File: src/rtl/reg8_reader.sv
// reg8_reader: read-side sequencer for an NREG x W register file.
// A single start pulse sweeps the read select over registers 0..NREG-1 and
// emits each byte as a valid/ready beat. A final beat carries the XOR
// checksum of all bytes (dlast=1), then done pulses for one cycle.
//
// Ports:
//   clk     rising-edge clock
//   clr     asynchronous active-low reset
//   start   one-cycle sweep request (ignored while busy)
//   abort   synchronous cancel of a sweep in progress
//   q       register file read data (combinational from rsel)
//   rsel    register file read select
//   dout    stream data
//   dvalid  stream valid
//   dready  stream ready from the consumer
//   dlast   marks the checksum beat
//   busy    high in every state except IDLE
//   done    one-cycle pulse after the checksum beat is accepted
module reg8_reader #(
    parameter int NREG = 8,
    parameter int AW   = 3,
    parameter int W    = 8
) (
    input  logic          clk,
    input  logic          clr,
    input  logic          start,
    input  logic          abort,
    input  logic [W-1:0]  q,
    output logic [AW-1:0] rsel,
    output logic [W-1:0]  dout,
    output logic          dvalid,
    input  logic          dready,
    output logic          dlast,
    output logic          busy,
    output logic          done
);

    typedef enum logic [2:0] {
        S_IDLE,
        S_ADDR,
        S_SEND,
        S_CSUM,
        S_DONE
    } state_t;

    localparam logic [AW-1:0] LAST_IDX = AW'(NREG - 1);

    state_t        state_q, state_d;
    logic [AW-1:0] idx_q, idx_d;
    logic [W-1:0]  csum_q, csum_d;
    logic [W-1:0]  dout_q, dout_d;

    // State register
    always_ff @(posedge clk or negedge clr) begin
        if (!clr) begin
            state_q <= S_IDLE;
            idx_q   <= '0;
            csum_q  <= '0;
            dout_q  <= '0;
        end else begin
            state_q <= state_d;
            idx_q   <= idx_d;
            csum_q  <= csum_d;
            dout_q  <= dout_d;
        end
    end

    // Next-state and datapath update
    always_comb begin
        state_d = state_q;
        idx_d   = idx_q;
        csum_d  = csum_q;
        dout_d  = dout_q;
        case (state_q)
            S_IDLE: begin
                if (start && !abort) begin
                    state_d = S_ADDR;
                    idx_d   = '0;
                    csum_d  = '0;
                end
            end
            S_ADDR: begin
                // Capture the byte once; dout then holds through any stall.
                dout_d  = q;
                csum_d  = csum_q ^ q;
                state_d = S_SEND;
            end
            S_SEND: begin
                if (dready) begin
                    if (idx_q == LAST_IDX) begin
                        state_d = S_CSUM;
                    end else begin
                        // idx only moves on entry to ADDR, keeping rsel stable
                        // across the ADDR/SEND span.
                        idx_d   = idx_q + AW'(1);
                        state_d = S_ADDR;
                    end
                end
            end
            S_CSUM: begin
                if (dready) state_d = S_DONE;
            end
            S_DONE: begin
                state_d = S_IDLE;
            end
            default: begin
                state_d = S_IDLE;
            end
        endcase
        // abort overrides any progress; a beat accepted this cycle still counts
        // for the consumer, but the sweep ends here.
        if (abort && (state_q != S_IDLE)) state_d = S_IDLE;
    end

    // Outputs
    always_comb begin
        rsel   = idx_q;
        dout   = (state_q == S_CSUM) ? csum_q : dout_q;
        dvalid = (state_q == S_SEND) || (state_q == S_CSUM);
        dlast  = (state_q == S_CSUM);
        busy   = (state_q != S_IDLE);
        done   = (state_q == S_DONE);
    end

endmodule

File: config.mk
export PLATFORM = sky130hd
export DESIGN_NAME = reg8_reader
export DESIGN_NICKNAME = d
export VERILOG_FILES = /design/src/rtl/reg8_reader.sv
export SDC_FILE = /design/constraint.sdc
export NUM_CORES = 1
export LEC_CHECK = 0
export ABC_AREA = 1
export BUFFER_PORTS_ARGS = -buffer_cell sky130_fd_sc_hd__clkbuf_2
export CAP_MARGIN = 20
export CORE_UTILIZATION = 40
export CTS_CLUSTER_SIZE = 24
export DETAILED_ROUTE_END_ITERATION = 16
export MAX_ROUTING_LAYER = met4
export PLACE_DENSITY = 0.62
export SETUP_SLACK_MARGIN = 0.5
export SYNTH_ARGS = -nofsm -noshare
export SYNTH_HDL_FRONTEND = slang
export SYNTH_SLANG_ARGS = --single-unit
export TNS_END_PERCENT = 100
File: constraint.sdc
create_clock -name clk -period 1.9 [get_ports clk]
set_clock_uncertainty 0.1 [all_clocks]
set_input_delay 0.38 -clock clk [delete_from_list [all_inputs] [get_ports clk]]
set_output_delay 0.38 -clock clk [all_outputs]
set_load 0.02 [all_outputs]
* Yosys cells after proc, flatten, opt, wreduce, memory -nomap -nowiden *
Cells that the tools add are included.
W data, S select, Z words.

cells by class
  add/sub/neg operators = 1
  equality and inequality tests = 11
  multiplexer cells = 13
  bitwise logic cells = 1
  reductions and logical operators = 11

operators with widths
  operator               count
  $mux W3                7
  $mux W8                2
  $pmux W8 S2            1
  $pmux W3 S4            1
  $xor A8 B8 Y8          1
  $eq A3 B2 Y1 const B   2
  $eq A3 B3 Y1 const B   2
  $ne A2 B2 Y1 const B   3
  $ne A3 B3 Y1 const B   2
  $pmux W3 S2            1
  $reduce_and A4 Y1      1
  $reduce_bool A2 Y1     2
  $add A3 B1 Y3 const B  1
  $eq A3 B1 Y1 const B   1
  $logic_not A3 Y1       1
  $ne A3 B2 Y1 const B   1
  $reduce_and A3 Y1      1
  $reduce_bool A3 Y1     1
  $logic_and A1 B1 Y1    2
  $mux W2                1
  $reduce_and A2 Y1      1
  $logic_not A1 Y1       1
  $logic_or A1 B1 Y1     1

storage, ports and cells
  register bits = 22
  input port bits = 13
  output and inout bits = 15

* Depth between registers and ports, before layout *
  word-level depth = 5
  depth in mapped cells = 8
  depth with buffers taken out = 8

* Worst setup path before layout *
OpenSTA, ideal clock, no wires.

  kind = flip-flop to output port
  from = reg state_q[1]
  to = out dout[0]
  arrival time = 1.269 ns
  data required time = 1.420 ns
  setup slack = 0.151 ns
  cell stages (with the launch flop) = 6
  cell sequence = dfrtp_1 > buf_6 > nand2_2 > nor2_4 > buf_6 > o21ai_0

between the ends
  word-level cells in the longest chain between the ends = 2

RTL lines
  item                    RTL line  RTL
  start, declared         48        state_t state_q, state_d;
  start signal, assigned  61        state_q <= state_d;
  $eq A3 B2 Y1            n/a
  named net dlast         33        output logic dlast,
  $mux W8                 118       dout = (state_q == S_CSUM) ? csum_q : dout_q;
  end, declared           30        output logic [W-1:0] dout,

The timed path passes the listed nets, and every way through them passes these cells.

* Final worst setup path *
  from = reg state_q[1]
  to = out dout[1]

between the ends
  word-level cells in the longest chain between the ends = 2

RTL lines
  item          RTL line
  $eq A3 B2 Y1  118
  $mux W8       118

Every way passes these cells.

==> results.toml <==
[placed_design]
finalWeightedCongestion = 0.839
io_buffers = 27
dp_hpwl_mm = 1.69
placed_area_sq_um = 1370

[power_and_ir_drop]
p_int_mw = 1.74
powerDensity_nw_per_um2 = 1540
finalPower_mw = 3.02
ir_worst_vdd_mv = 1.00
pwr-share-seq_pct = 27.0
swShare_pct = 42.2
leakage_nw = 0.993
p_clk_share_pct = 9.0
switching_power_mw = 1.27
p_comb_share_pct = 64.1

[synthesis]
yosysSeqAreaShare_pct = 48.3
synth_nets = 150
ys_warn_count = 0
synthFlopType = "dfrtp_1"
syn_area_per_cell_sq_um = 8.44
netlist_area_sq_um = 1140
synth-seq-cells = 22
synth_edf_count = 0
syn_inst = 135
synth_cell_types = 20
async_flop_share_pct = 100

[floorplan]
initial_core_util_pct = 44.0
design.core.area_sq_um = 2590
row_count = 18
fp.dieW_microns = 55.4
die_h_microns = 55.4
dieArea_sq_um = 3070
io_pins = 28

[clock_network]
clkSinkCount = 22
cts_tree = "done"
cts-root-buf = "clkbuf_4"
numCtsBuffers = 3
cts_htree_levels = 1
cts.clk_slew.worst_paths_ps = 130
insertion_delay_ps = 320
cts_buffer_depth = 2

[grt]
grt_pass1_vias = 1107
grt_pass1_wl_mm = 5.24
antenna_found_initial = 0
track_usage_pct = 22.8
gr-total-overflow = 0
grt_max_degree = 23

[detailed_routing]
wl_per_cell_microns = 14.5
wl_met2_mm = 1.60
drtPass1Iterations = 4
ant_nets = 0
drt-total-wl_mm = 3.18
highest_layer = "met4"
wl_met1_mm = 1.46
viasPerCell = 5.15
drt-initial-drc-count = 48
drc_errors = 0
wl_met3_microns = 117
vias = 1128

[final_layout]
fill_cells = 173
nNetsFinal = 205
multi_input_area_sq_um = 693
antenna_cells = 0
drive_gt1_share_pct = 61.9
regArea_sq_um = 557
layout_common_cells = "18 x nand2_2, 18 x o21ai_1, 17 x dfrtp_1, 14 x nand2_1, 14 x buf_6"
final_area_sq_um = 1950
area.growth.synth_to_final_pct = 71.2

[sta]
period_needed_ps = 1960
finalSetupTns_ps = -360
rsz0062_at_grt = "yes"
setup-violations-final = 8
fin_ws_ps = -61.8
slew_violations = 0
fmax_ghz = 0.510
timing.final.hold_violations = 0
min_period_over_period_pct = 103
tightest_slew_ps = 550
slew_headroom_pct = 63.3

[worst_setup_path]
worstSetupEndpointType = "primary output"
slowest_delay_ps = 430
cp_max_fo = 8
worstSetupPathType = "flop to primary output"
start_kind = "flop"
path_delay_family = "flip-flops"
critPathSlowestCell = "dfrtp_2"
crit_buf_inv = 3
critPathRequiredTime_ps = 1420
cp.arrival_ps = 1480
crit_chain = "nand2_4 -> nor2_4 -> buf_12 -> buf_16 -> o21ai_2 -> clkbuf_8"

[job]
drv_cap = 0

[status]
status = "complete, but fails checks"
violations = "setup timing"

[worst_hold_path]
holdCritPathClass = "input pin to flop"
worst min-delay path: stages:
cell and delay, ps:
clkbuf_2 80, nand2_2 70, nand2_2 60
metal layers:
| layer | GRT usage (%) | up-vias |
|---|---|---|
| met5 | - | - |
| met4 | 6.79 | 0 |
| met1 | 28.9 | 542 |
| met3 | 5.15 | 2 |
| met2 | 36.7 | 33 |
| li1 | - | 551 |
through the flow:
step	util (%)	setup slack [ps]	hold slack, ps	instances
finish	75.4	-61.8	199	219
global route	75.4	-146	184	219
CTS	70.3	-51.4	190	215
detailed placement	53.0	231	293	191
global placement	53.0	255	293	191
floorplan	-	350	-15.6	135
power groups by stage:
stage                     clock network (mW)  logic, mW  registers, mW
after floorplan                            0      0.871          0.773
after global placement                     0       1.09          0.782
after detailed placement                   0       1.11          0.787
after CTS                              0.278       1.72          0.798
after global routing                   0.305       2.07          0.836
final                                  0.270       1.93          0.813
layout make-up:
class	count	share of cell area, %
Clock buffer	4	1.86
Inverter	17	4.04
Multi-Input combinational cell	92	35.5
Sequential cell	22	28.5
Tap cell	30	1.92
Timing Repair Buffer	53	27.6
Timing Repair inverter	1	0.577
cells by family (layout without fill, tap and decap cells):
| family | count (synthesis) | after routing | synth area share [%] |
|---|---|---|---|
| AO/OA/AOI/OAI | 26 | 26 | 11.4 |
| buffers and inverters | 21 | 75 | 9.55 |
| flip-flops | 22 | 22 | 48.3 |
| AND/OR/NAND/NOR | 64 | 64 | 28.5 |
| adder cells (fa/ha/maj) | 2 | 2 | 2.20 |
synthesized netlist by cell type (2+ instances only):
cell	count	share of area, %
nand3_2	2	1.8
nand2_1	38	13
ha_1	2	2.2
dfrtp_1	22	48
inv_1	14	4.6
nand3_1	14	6.1
inv_2	2	0.66
buf_6	4	4.0
nand2_2	2	1.1
o21ai_1	19	8.3
o21ai_0	7	3.1
sequential cells by signal (all words and copies together), names as in the netlist:
name     count
csum_q       8
dout_q       8
rsel         3
state_q      3
path summary, 6_finish.rpt:
kind	slack [ps]	from	depth (start not counted)	endpoint
setup / recovery	-60	state_q[1]	6	dout[1]
hold / removal	200	q[6]	3	dout_q[6]
setup reg to reg	260	state_q[0]	8	csum_q[4]
hold reg to reg	420	csum_q[2]	1	csum_q[2]
max in group asynchronous	850	clr	2	state_q[2]
min in group asynchronous	460	clr	2	rsel[2]
repair_timing:
action,4_1_cts,5_1_grt
setup endpoints to repair,36,37
resized for setup,67,32
cloned,2,0
hold buffers,1,0
pin swaps,9,4
setup buffers,17,4
hold endpoints to repair,22,0
Note: power is estimated with default switching activity, not from simulation.
